## src/rtl/axi_pkg.sv

```systemverilog
// AXI channel, request and response types shared by axi_rw_join and its error slave.
package axi_pkg;

  localparam int unsigned IdWidth   = 4;
  localparam int unsigned AddrWidth = 32;
  localparam int unsigned DataWidth = 32;
  localparam int unsigned StrbWidth = DataWidth / 8;

  typedef logic [IdWidth-1:0]   id_t;
  typedef logic [7:0]           len_t;
  typedef logic [AddrWidth-1:0] addr_t;
  typedef logic [DataWidth-1:0] data_t;
  typedef logic [StrbWidth-1:0] strb_t;
  typedef logic [1:0]           resp_t;

  localparam resp_t RESP_OKAY   = 2'b00;
  localparam resp_t RESP_DECERR = 2'b11;

  typedef struct packed {
    id_t        id;
    addr_t      addr;
    len_t       len;
    logic [2:0] size;
    logic [1:0] burst;
  } ax_chan_t;

  typedef struct packed {
    data_t data;
    strb_t strb;
    logic  last;
  } w_chan_t;

  typedef struct packed {
    id_t   id;
    resp_t resp;
  } b_chan_t;

  typedef struct packed {
    id_t   id;
    data_t data;
    resp_t resp;
    logic  last;
  } r_chan_t;

  typedef struct packed {
    ax_chan_t aw;
    logic     aw_valid;
    w_chan_t  w;
    logic     w_valid;
    logic     b_ready;
    ax_chan_t ar;
    logic     ar_valid;
    logic     r_ready;
  } axi_req_t;

  typedef struct packed {
    logic    aw_ready;
    logic    w_ready;
    b_chan_t b;
    logic    b_valid;
    logic    ar_ready;
    r_chan_t r;
    logic    r_valid;
  } axi_resp_t;

endpackage

```

## src/rtl/axi_rw_join_err_slv.sv

```systemverilog
// DECERR responder for stray traffic on the unused channels of the split slave ports:
// a write FSM (read port's AW/W/B) and a read FSM (write port's AR/R), one burst each.
module axi_rw_join_err_slv
  import axi_pkg::*;
(
  input  logic clk_i,
  input  logic rst_ni,
  input  id_t  aw_id,
  input  logic aw_valid,
  output logic aw_ready,
  input  logic w_valid,
  input  logic w_last,
  output logic w_ready,
  output logic b_valid,
  output id_t  b_id,
  input  logic b_ready,
  input  id_t  ar_id,
  input  len_t ar_len,
  input  logic ar_valid,
  output logic ar_ready,
  output logic r_valid,
  output id_t  r_id,
  output logic r_last,
  input  logic r_ready
);

  typedef enum logic [1:0] {W_IDLE, W_DATA, W_RESP} wr_state_e;
  typedef enum logic       {R_IDLE, R_RESP}         rd_state_e;

  wr_state_e wr_state;
  rd_state_e rd_state;
  len_t      beat_cnt;

  // NOTE: synchronous reset lives inside the clocked block, and every state update
  // uses <= so all flops sample the same pre-edge values.
  always_ff @(posedge clk_i) begin
    if (!rst_ni) begin
      wr_state <= W_IDLE;
      aw_ready <= 1'b0;
      w_ready  <= 1'b0;
      b_valid  <= 1'b0;
      b_id     <= '0;
    end else begin
      unique case (wr_state)
        W_IDLE: begin
          if (aw_valid && aw_ready) begin
            b_id     <= aw_id;
            aw_ready <= 1'b0;
            w_ready  <= 1'b1;
            wr_state <= W_DATA;
          end else begin
            aw_ready <= 1'b1;
          end
        end
        W_DATA: begin
          if (w_valid && w_ready && w_last) begin
            w_ready  <= 1'b0;
            b_valid  <= 1'b1;
            wr_state <= W_RESP;
          end
        end
        W_RESP: begin
          if (b_ready) begin
            b_valid  <= 1'b0;
            aw_ready <= 1'b1;
            wr_state <= W_IDLE;
          end
        end
        default: wr_state <= W_IDLE;
      endcase
    end
  end

  // r_last is kept registered as (beat_cnt == 0) so it is valid with the beat.
  always_ff @(posedge clk_i) begin
    if (!rst_ni) begin
      rd_state <= R_IDLE;
      ar_ready <= 1'b0;
      r_valid  <= 1'b0;
      r_id     <= '0;
      r_last   <= 1'b0;
      beat_cnt <= '0;
    end else begin
      unique case (rd_state)
        R_IDLE: begin
          if (ar_valid && ar_ready) begin
            r_id     <= ar_id;
            beat_cnt <= ar_len;
            r_last   <= (ar_len == '0);
            ar_ready <= 1'b0;
            r_valid  <= 1'b1;
            rd_state <= R_RESP;
          end else begin
            ar_ready <= 1'b1;
          end
        end
        R_RESP: begin
          if (r_ready) begin
            if (r_last) begin
              r_valid  <= 1'b0;
              ar_ready <= 1'b1;
              rd_state <= R_IDLE;
            end else begin
              beat_cnt <= beat_cnt - len_t'(1);
              r_last   <= (beat_cnt == len_t'(1));
            end
          end
        end
        default: rd_state <= R_IDLE;
      endcase
    end
  end

endmodule

```

## src/rtl/axi_rw_join.sv

```systemverilog
// Joins a read-only and a write-only AXI slave port into one master port with
// outstanding-burst throttling. Define AXI_RW_JOIN_ERR_EN to answer stray traffic with DECERR.
module axi_rw_join
  import axi_pkg::*;
#(
  parameter type         axi_req_t    = axi_pkg::axi_req_t,
  parameter type         axi_resp_t   = axi_pkg::axi_resp_t,
  parameter int unsigned MaxReadTxns  = 8,
  parameter int unsigned MaxWriteTxns = 8
) (
  input  logic      clk_i,
  input  logic      rst_ni,
  input  axi_req_t  slv_read_req_i,
  output axi_resp_t slv_read_resp_o,
  input  axi_req_t  slv_write_req_i,
  output axi_resp_t slv_write_resp_o,
  output axi_req_t  mst_req_o,
  input  axi_resp_t mst_resp_i
);

  localparam int unsigned RdCntW = $clog2(MaxReadTxns + 1);
  localparam int unsigned WrCntW = $clog2(MaxWriteTxns + 1);

  logic [RdCntW-1:0] rd_cnt;
  logic [WrCntW-1:0] wr_cnt;
  logic rd_open, wr_open;
  logic ar_hs, r_done, aw_hs, b_done;

  // Gating uses the registered count only, so a completion at Max unblocks a cycle later.
  assign rd_open = (rd_cnt < RdCntW'(MaxReadTxns));
  assign wr_open = (wr_cnt < WrCntW'(MaxWriteTxns));
  assign ar_hs   = slv_read_req_i.ar_valid && rd_open && mst_resp_i.ar_ready;
  assign r_done  = mst_resp_i.r_valid && slv_read_req_i.r_ready && mst_resp_i.r.last;
  assign aw_hs   = slv_write_req_i.aw_valid && wr_open && mst_resp_i.aw_ready;
  assign b_done  = mst_resp_i.b_valid && slv_write_req_i.b_ready;

  logic unused_ok;
  assign unused_ok = ^{slv_read_req_i, slv_write_req_i};

`ifdef AXI_RW_JOIN_ERR_EN
  logic err_aw_ready, err_w_ready, err_b_valid, err_ar_ready, err_r_valid, err_r_last;
  id_t  err_b_id, err_r_id;

  axi_rw_join_err_slv u_err_slv (
    .clk_i    (clk_i),
    .rst_ni   (rst_ni),
    .aw_id    (slv_read_req_i.aw.id),
    .aw_valid (slv_read_req_i.aw_valid),
    .aw_ready (err_aw_ready),
    .w_valid  (slv_read_req_i.w_valid),
    .w_last   (slv_read_req_i.w.last),
    .w_ready  (err_w_ready),
    .b_valid  (err_b_valid),
    .b_id     (err_b_id),
    .b_ready  (slv_read_req_i.b_ready),
    .ar_id    (slv_write_req_i.ar.id),
    .ar_len   (slv_write_req_i.ar.len),
    .ar_valid (slv_write_req_i.ar_valid),
    .ar_ready (err_ar_ready),
    .r_valid  (err_r_valid),
    .r_id     (err_r_id),
    .r_last   (err_r_last),
    .r_ready  (slv_write_req_i.r_ready)
  );
`endif

  always_comb begin
    // NOTE: whole-struct defaults first keep every field assigned on every path (no latches).
    mst_req_o        = '0;
    slv_read_resp_o  = '0;
    slv_write_resp_o = '0;

    mst_req_o.ar       = slv_read_req_i.ar;
    mst_req_o.ar_valid = slv_read_req_i.ar_valid && rd_open;
    mst_req_o.r_ready  = slv_read_req_i.r_ready;
    mst_req_o.aw       = slv_write_req_i.aw;
    mst_req_o.aw_valid = slv_write_req_i.aw_valid && wr_open;
    mst_req_o.w        = slv_write_req_i.w;
    mst_req_o.w_valid  = slv_write_req_i.w_valid;
    mst_req_o.b_ready  = slv_write_req_i.b_ready;

    slv_read_resp_o.ar_ready  = mst_resp_i.ar_ready && rd_open;
    slv_read_resp_o.r         = mst_resp_i.r;
    slv_read_resp_o.r_valid   = mst_resp_i.r_valid;
    slv_write_resp_o.aw_ready = mst_resp_i.aw_ready && wr_open;
    slv_write_resp_o.w_ready  = mst_resp_i.w_ready;
    slv_write_resp_o.b        = mst_resp_i.b;
    slv_write_resp_o.b_valid  = mst_resp_i.b_valid;

`ifdef AXI_RW_JOIN_ERR_EN
    slv_read_resp_o.aw_ready  = err_aw_ready;
    slv_read_resp_o.w_ready   = err_w_ready;
    slv_read_resp_o.b.id      = err_b_id;
    slv_read_resp_o.b.resp    = RESP_DECERR;
    slv_read_resp_o.b_valid   = err_b_valid;
    slv_write_resp_o.ar_ready = err_ar_ready;
    slv_write_resp_o.r.id     = err_r_id;
    slv_write_resp_o.r.resp   = RESP_DECERR;
    slv_write_resp_o.r.last   = err_r_last;
    slv_write_resp_o.r_valid  = err_r_valid;
`endif
  end

  always_ff @(posedge clk_i) begin
    if (!rst_ni) begin
      rd_cnt <= '0;
    end else if (ar_hs && !r_done) begin
      rd_cnt <= rd_cnt + RdCntW'(1);
    end else if (r_done && !ar_hs && (rd_cnt != '0)) begin
      rd_cnt <= rd_cnt - RdCntW'(1);
    end
  end

  always_ff @(posedge clk_i) begin
    if (!rst_ni) begin
      wr_cnt <= '0;
    end else if (aw_hs && !b_done) begin
      wr_cnt <= wr_cnt + WrCntW'(1);
    end else if (b_done && !aw_hs && (wr_cnt != '0)) begin
      wr_cnt <= wr_cnt - WrCntW'(1);
    end
  end

  rd_underflow_a: assert property (@(posedge clk_i) disable iff (!rst_ni)
    !(r_done && !ar_hs && (rd_cnt == '0)));
  wr_underflow_a: assert property (@(posedge clk_i) disable iff (!rst_ni)
    !(b_done && !aw_hs && (wr_cnt == '0)));

`ifndef AXI_RW_JOIN_ERR_EN
  no_stray_a: assert property (@(posedge clk_i) disable iff (!rst_ni)
    !(slv_read_req_i.aw_valid || slv_read_req_i.w_valid || slv_write_req_i.ar_valid));
`endif

endmodule

```

## config.mk

```make
export PLATFORM = sky130hd
export DESIGN_NAME = axi_rw_join
export DESIGN_NICKNAME = d
export VERILOG_FILES = /design/src/rtl/axi_pkg.sv /design/src/rtl/axi_rw_join_err_slv.sv /design/src/rtl/axi_rw_join.sv
export SDC_FILE = /design/constraint.sdc
export NUM_CORES = 1
export LEC_CHECK = 0
export BUFFER_PORTS_ARGS = -buffer_cell sky130_fd_sc_hd__buf_4
export CORE_AREA = 2 2 220 222
export CTS_BUF_LIST = sky130_fd_sc_hd__clkbuf_8
export DETAILED_ROUTE_END_ITERATION = 10
export DIE_AREA = 0 0 222 224
export PLACE_DENSITY_LB_ADDON = 0.08
export SLEW_MARGIN = 5
export SYNTH_ARGS = -nofsm -noshare
export SYNTH_HDL_FRONTEND = slang
export SYNTH_HIERARCHICAL = 1
export SYNTH_SLANG_ARGS = --single-unit
```

## constraint.sdc

```tcl
create_clock -name clk_i -period 3.85 [get_ports clk_i]
set_input_delay 0 -clock clk_i [delete_from_list [all_inputs] [get_ports clk_i]]
set_output_delay 0 -clock clk_i [all_outputs]
set_load 0.01 [all_outputs]
```

Word level (Yosys, flattened, before mapping)
Cells that the tools add are included.

$add $sub $neg: 4. Magnitude comparators: 2. Mux-type cells: 4. Reductions and logical operators: 23.

Operator list (number): 2-to-1 mux 4 bit (4); logical AND 1 bit (15); adder 4 x 1 -> 4 bit (second input constant) (2); less-than comparator 4 bit (second input constant) (2); nonzero test 4 bit (2); subtractor 4 x 1 -> 4 bit (second input constant) (2); zero test 1 bit (4); nonzero test 2 bit (2).

Register bits: 8. Bits of input ports: 332. Output and inout bits: 240. Logic and storage cells: 35.

Longest topological paths before layout
Gate-level depths: netlist of run 1.

Word-level depth: 8. Depth in mapped cells: 9. Depth with buffers taken out: 8.

Worst setup path after synthesis of run 1
No wires, ideal clock.

Kind: register -> register. Start point: register wr_cnt[3]. End point: register wr_cnt[3]. Library setup time: 0.116 ns. Arrival: 2.058 ns. Data required time: 3.734 ns. Path slack: 1.676 ns. Cell stages (with the launch flop): 10. Path buffers: 1. Clock period less this slack: 2.174 ns. Cells stage by stage: dfxtp_1 and3b_4 and2_4 buf_6 inv_1 ha_1 a21o_1 a21oi_1 mux2_2 o211a_1.

Word-level cells in the longest chain between the ends: 7. Elaborated cells between the ends (all ways): 13. Classes of those cells: add/sub: 2; order compare: 1; mux: 2; reduce/logical: 8.

Ends and longest elaborated chain: from (decl) (line axi_rw_join.sv:25) `logic [WrCntW-1:0] wr_cnt;`; from (signal assigned) (line axi_rw_join.sv:118) `wr_cnt <= wr_cnt + WrCntW'(1);`; from (signal assigned) (line axi_rw_join.sv:120) `wr_cnt <= wr_cnt - WrCntW'(1);`; less-than comparator 4 bit (line axi_rw_join.sv:31) `assign wr_open = (wr_cnt < WrCntW'(MaxWriteTxns));`; logical AND 1 bit (2 in series) (line axi_rw_join.sv:34) `assign aw_hs = slv_write_req_i.aw_valid && wr_open && mst_resp_i.aw_ready;`; zero test 1 bit (line axi_rw_join.sv:119) `end else if (b_done && !aw_hs && (wr_cnt != '0)) begin`; logical AND 1 bit (2 in series) (line axi_rw_join.sv:119); nonzero test 2 bit (no source line).

Parallel ways exist; a longest one is shown, timed or not. The select of a mux whose other input is x is not followed. A chain may end at the register's enable or synchronous reset.

Worst setup path after layout of run 1
Same ends and word-level chain as after synthesis.

==> results by group, run 1 <==
Status
  – Status: complete, no violations

Timing
  – # setup viols final: 0
  – RSZ-0062 raised after global routing: no
  – Layout Skew: 0.000317 ns
  – Slew margin rel.: 65.3%
  – Fmax: 0.434 GHz
  – Worst slew pin tran: 0.516 ns
  – Final Max Tran Viols: 0
  – Endpoints failing hold: 0
  – Setup TNS: 0 ns
  – Min Tclk post-route: around 2.3 ns
  – Crit share post-route: 59.9%

Cells and area
  – N_diodes: 0
  – Area Overhead vs Synth: -27.2%
  – Most common cell after layout, fill and taps aside: conb_1
  – Layout Nets: 479
  – Share of cells above drive strength 1: between 20% and 30%
  – Highest-count cells in the layout ignoring fill and taps: conb_1 (50), buf_4 (19), nand2_1 (8), dfxtp_1 (8)
  – Layout fillers: 5621

Drt
  – Final ANT Viol Nets: 0
  – Residual DRC: 0
  – DR WL/cell: ~7.3 um
  – Drt via density: 1.25
  – Final WL: between 5000 and 6000 um
  – First drt pass iteration count: 4
  – Vias: 943
  – Initial DRC Count: 22

Setup path
  – Worst path buffer plus inverter count: 1
  – Crit-path cells: and3b_4 > and2_4 > inv_1 > ha_1 > a21o_1 > a21oi_1 > mux2_2 > o211a_1
  – Family with the most delay on the worst path: compound AO/OA/AOI/OAI gates
  – Crit-path slowest cell: dfxtp_1
  – Critical Path Start Type: register
  – Crit end category: register
  – Worst Path Arrival: ~2.4 ns
  – Critical path type: reg2reg
  – Max incr delay on CP: 0.36 ns
  – Worst Path Max Fanout: 7
  – Crit path required time: 3.99 ns

Die
  – Die width: between 200 and 250 um
  – Core ar.: 0.0473 mm2
  – Die area: about 0.050 mm2
  – Site Rows: 80
  – I/O pins: 572
  – Die height: 224 um
  – Initial Utilization: 5.03%

Clock tree
  – Clock root cell: clkbuf_8
  – Hold buffers post-CTS: 0
  – H-tree levels: 1
  – Sinks on the clock net: 8
  – Post-CTS resize count: 0
  – Worst skew pair latency: 0.24 ns
  – Postcts setup bufs: 0
  – Worst-path clk slew: 0.05 ns
  – Longest Clk Path Bufs: 2
  – Num CTS Buffers: 3
  – CTS tree: done

Synth
  – Syn Inst Count: 306
  – Most used DFF post-synth: dfxtp_1
  – Number of enable flip-flop cells after synthesis: 0
  – Fraction of registers with async set/reset: 0%
  – Avg Cell Area, Syn: 7.79 um2
  – Adder-cell share of the synthesized area: 3.78%
  – Post-synthesis simple-gate area fraction: 8.77%
  – Largest family of logic cells by synthesized area: buffers and inverters
  – Compound-Gate Fraction of Synth Area: 3.25%
  – Mux cell area share after synthesis: under 10%
  – Netlist cell types: 35
  – Post-synthesis cell area: 0.00238 mm2
  – Synth warn: 6
  – Post-Synth XOR/XNOR Area: 0.735%
  – Post-synthesis sequential area ratio: 6.72%
  – #FFs+latches synth: 8

Global routing
  – Initial antenna violation count: 0
  – GRT Overall Usage: roughly 2.1%
  – Largest net degree at the start of global routing: 11
  – Grt ovf: 0
  – Vias in the first global route: 864
  – First-pass GRT wire length: about 7000 um

Pwr
  – Pwr/cell area: around 240 mW/mm2
  – LEAKAGE: 0.544 nW
  – Total power: 423 uW
  – Peak VDD IR: between 50 and 60 uV

Placed design
  – Hpwl dp: 4770 um
  – Placer Congestion: 0.592
  – PortBufs: 19

Flow run
  – Max-capacitance violation count: 0

Min path
  – Worst Hold Class: in2out
## where the power goes
part / internal [mW] / total (mW) / switching [mW]
clock: 0.0687 / 0.113 / 0.0441
combinational: 0.0815 / 0.180 / 0.0988
sequential: 0.101 / 0.129 / 0.0282
## path summary, 6_finish.rpt
kind	start	to	slack, ns	depth (start not counted)
max	wr_cnt[3]	wr_cnt[3]	1.54	8
min	slv_read_req_i[34]	mst_req_o[34]	0.000003	0
max reg2reg	wr_cnt[3]	wr_cnt[3]	1.54	8
min reg2reg	rd_cnt[2]	rd_cnt[2]	0.49	2
## cells by family (layout without fill, tap and decap cells)
| group | after synthesis | in the layout |
|---|---|---|
| and+or+nand+nor | 34 | 34 |
| other | 1 | 50 |
| DFF | 8 | 8 |
| buffers and inverters | 240 | 24 |
| adders and majority gates | 6 | 6 |
| muxes | 3 | 3 |
| AOI/OAI and AO/OA | 12 | 12 |
| xor gates and xnor gates | 2 | 2 |
## per-layer routing
metal	global-route usage, %	vias to the layer above	wire (um)
met2	2.31	193	1950
met1	1.30	365	1290
met3	3.99	46	2030
met4	1.07	0	219
met5	0	-	0
li1	-	339	-
## synth_stat cells, types with 2 or more instances
master / number / area share [%]
dfxtp_1: 8 / 6.7
nand2_1: 8 / 1.3
nand3_1: 4 / 0.84
and3_1: 2 / 0.52
mux2i_1: 2 / 0.84
nor3_1: 2 / 0.42
nor2_1: 4 / 0.63
fa_1: 2 / 1.7
and2b_2: 2 / 0.74
inv_1: 2 / 0.32
a21oi_1: 2 / 0.42
buf_4: 236 / 74
nor4_1: 2 / 0.52
and3b_1: 2 / 0.74
nor2b_1: 2 / 0.52
ha_1: 4 / 2.1
o21ai_0: 4 / 0.84
## final cells by class
type	instances	area, um2	area share [%]
inverter	2	7.51	0.433
sequential	8	160	9.24
multi-input combinational	107	613	35.4
clock buffer	3	41.3	2.38
timing repair buffer	19	143	8.23
tap	615	769	44.4
## registers in the layout, indices dropped and copies added (netlist names)
name and flops:
wr_cnt 4, rd_cnt 4
## worst reg2reg max path, stage by stage, from the launching register on
cell and delay (ns):
dfxtp_1 0.36, and3b_4 0.34, and2_4 0.19, inv_1 0.09
ha_1 0.27, a21o_1 0.17, a21oi_1 0.21, mux2_2 0.36
o211a_1 0.19
## stage by stage
stage,std cells,utilization [%],area [um2],hold slack (ns),setup WS [ns]
final,754,3.66,1730,0.00000281,1.54
after global routing,754,3.66,1730,0.0000150,1.39
after CTS,754,3.66,1730,0.0000686,1.50
after detailed placement,751,3.58,1690,0.0000686,1.51
after global placement,751,3.58,1690,0.0000686,1.51
after floorplan,355,-,2570,0.0918,1.68
Power figures use the tool's default switching activity.
==> inputs of run 2 (changes only) <==
Settings changed: CORE_AREA 2 2 220 222 to 2 2 223 225, DIE_AREA 0 0 222 224 to 0 0 225 227.
Clock period 3.85 ns to 2.15 ns, I/O delays scaled along.
==> run 2 against run 1 <==
  * Combinational power up 100%
  * Hold slack about the same
  * Largest power group unchanged
  * Worst setup slack worse by 1.4 ns
  * Largest cell class unchanged
  * Clock power up 80%
  * First-iteration DRC count down 23%
==> results by group, run 2 (synthesized netlist as in run 1, its figures left out) <==
Cells and area
  – Multi-input gate area: 617 um2 (+0.61%)
  – Fin util: 3.69% (+0.028 points)
  – FF/Latch Area: 160 um2 (unchanged)
  – Most common cell after layout, fill and taps aside: conb_1
  – Highest-count cells in the layout ignoring fill and taps: conb_1 (50), buf_4 (25), nand2_1 (8), dfxtp_1 (8)
  – Biggest regs: rd_cnt: 4 flops, wr_cnt: 4 flops
  – Layout fillers: 5715 (+1.7%)
  – Layout Nets: 485 (+1.3%)
  – Area Overhead vs Synth: -24.8%
  – N_diodes: 0 (unchanged)
  – Share of cells above drive strength 1: 24.8% (+4.0 points)

Setup path
  – Crit path required time: 2.29 ns (-1.70 ns)
  – Worst Path Arrival: 2.19 ns (-0.25 ns)
  – Crit end category: register
  – Worst Path Max Fanout: 3 (-4)
  – Critical Path Start Type: register
  – Critical path type: reg2reg

Timing
  – Setup TNS: 0 ns (unchanged)
  – Layout Skew: 0.000597 ns (+0.000279 ns)
  – Slew margin rel.: 66.3% (+1.0 points)
  – Worst slew pin tran: 0.500 ns (-0.0153 ns)
  – Min Tclk post-route: 2.05 ns (-0.252 ns)
  – Crit share post-route: 95.5% (+36 points)
  – RSZ-0062 raised after global routing: no
  – Fmax: 0.487 GHz (+12%)
  – Final Max Tran Viols: 0 (unchanged)
  – # setup viols final: 0 (unchanged)
  – Endpoints failing hold: 0 (unchanged)

Global routing
  – Gr busiest metal: met3
  – GRT met3 Usage: 3.07% (-0.92 points)
  – Vias in the first global route: 919 (+6.4%)
  – Met1 Use GR: 0.844% (-0.46 points)
  – Grt met2 use: 3.04% (+0.72 points)
  – First-pass GRT wire length: 7180 um (+0.97%)
  – Initial antenna violation count: 0 (unchanged)
  – GRT Overall Usage: 2.11% (+0.028 points)
  – Grt ovf: 0 (unchanged)
  – Largest net degree at the start of global routing: 11 (unchanged)

Clock tree
  – CTS tree: done
  – Worst-path clk slew: 0.05 ns (about the same)
  – Longest Clk Path Bufs: 2 (unchanged)
  – Num CTS Buffers: 3 (unchanged)
  – Sinks on the clock net: 8 (unchanged)
  – Post-CTS resize count: 0 (unchanged)
  – Clock root cell: clkbuf_8
  – H-tree levels: 1 (unchanged)
  – Postcts setup bufs: 0 (unchanged)
  – Worst skew pair latency: 0.25 ns (about the same)
  – Hold buffers post-CTS: 0 (unchanged)

Die
  – Initial Utilization: 4.91% (-0.12 points)
  – I/O pins: 572 (unchanged)
  – Core ar.: 0.0485 mm2 (+2.5%)
  – Die height: 227 um (+1.3%)
  – Die area: 0.0511 mm2 (+2.7%)
  – Site Rows: 81 (+1.3%)
  – Die width: 225 um (+1.4%)

Placed design
  – Placer Congestion: 0.590 (-0.30%)
  – PortBufs: 19 (unchanged)
  – Hpwl dp: 5130 um (+7.5%)

Pwr
  – Pwr/cell area: 437 mW/mm2 (+79%)
  – Sequential share of power: 27.5% (-3.1 points)
  – LEAKAGE: 0.576 nW (+5.7%)
  – Combinational share of power: 46.6% (+3.9 points)
  – Sw Ratio: 39.7% (-0.82 points)
  – Internal power: 472 uW (+88%)
  – Clk network pwr share: 25.9% (-0.8 points)
  – Peak VDD IR: 120 uV (+110%)
  – Switch Pwr: 311 uW (+82%)

Drt
  – DR WL/cell: 7.56 um (+4.0%)
  – Vias: 939 (-0.42%)
  – Drt via density: 1.22 (-2.1%)
  – Final ANT Viol Nets: 0 (unchanged)
  – First drt pass iteration count: 2 (-2)
  – Initial DRC Count: 17 (-23%)
  – Final WL: 5800 um (+5.7%)
  – Residual DRC: 0 (unchanged)

Min path
  – Worst Hold Class: in2out

Status
  – Status: complete, no violations

Flow run
  – Max-capacitance violation count: 0 (unchanged)
run 2: area by class of cell:
type,instances,share of cell area (%)
clock buffer,3,2.30
multi-input combinational,107,34.4
inverter,2,0.419
tap,622,43.4
timing repair buffer,25,10.5
sequential,8,8.94
run 2: worst paths after layout:
check / cells past startpoint / to / startpoint / slack, ns
max: 8 / wr_cnt[3] / wr_cnt[3] / 0.1
max reg2reg: 8 / wr_cnt[3] / wr_cnt[3] / 0.1
min: 0 / mst_req_o[55] / slv_write_req_i[55] / 0.000004
min reg2reg: 2 / rd_cnt[2] / rd_cnt[2] / 0.49
run 2: worst max-delay path, stage by stage, from the launching register on:
cell	delay [ns]
dfxtp_1	0.31
and3b_4	0.29
and2_4	0.14
inv_1	0.07
ha_1	0.27
a21o_1	0.18
a21oi_2	0.16
mux2_2	0.35
o211a_1	0.20
run 2: stage by stage:
step | std cells | total power, mW | worst slack (ns) | hold WS, ns | instance area [um2]
finish | 767 | 0.783 | 0.0960 | 0.00000364 | 1790
global route | 767 | 0.864 | 0.0129 | 0.0000150 | 1790
CTS | 767 | 0.817 | 0.0530 | 0.0000686 | 1790
detailed placement | 764 | 0.589 | 0.0551 | 0.0000686 | 1750
global placement | 764 | 0.601 | 0.0398 | 0.0000686 | 1750
floorplan | 355 | 0.884 | 0.00219 | 0.0918 | 2570
run 2: metal layers:
layer  share of wire [%]  up-vias  routed length [um]
met5                   0        -                   0
met4                 6.5        0                 375
met3                  33       35                1940
met2                  45      151                2590
met1                  15      405                 891
li1                    -      348                   -
run 2: power groups by stage:
| stage | Sequential (mW) | Combinational [mW] | Clock [mW] |
|---|---|---|---|
| after detailed placement | 0.219 | 0.370 | 0 |
| after CTS | 0.218 | 0.371 | 0.229 |
| after global placement | 0.222 | 0.379 | 0 |
| final | 0.215 | 0.365 | 0.203 |
| after floorplan | 0.217 | 0.667 | 0 |
| after global routing | 0.223 | 0.413 | 0.228 |
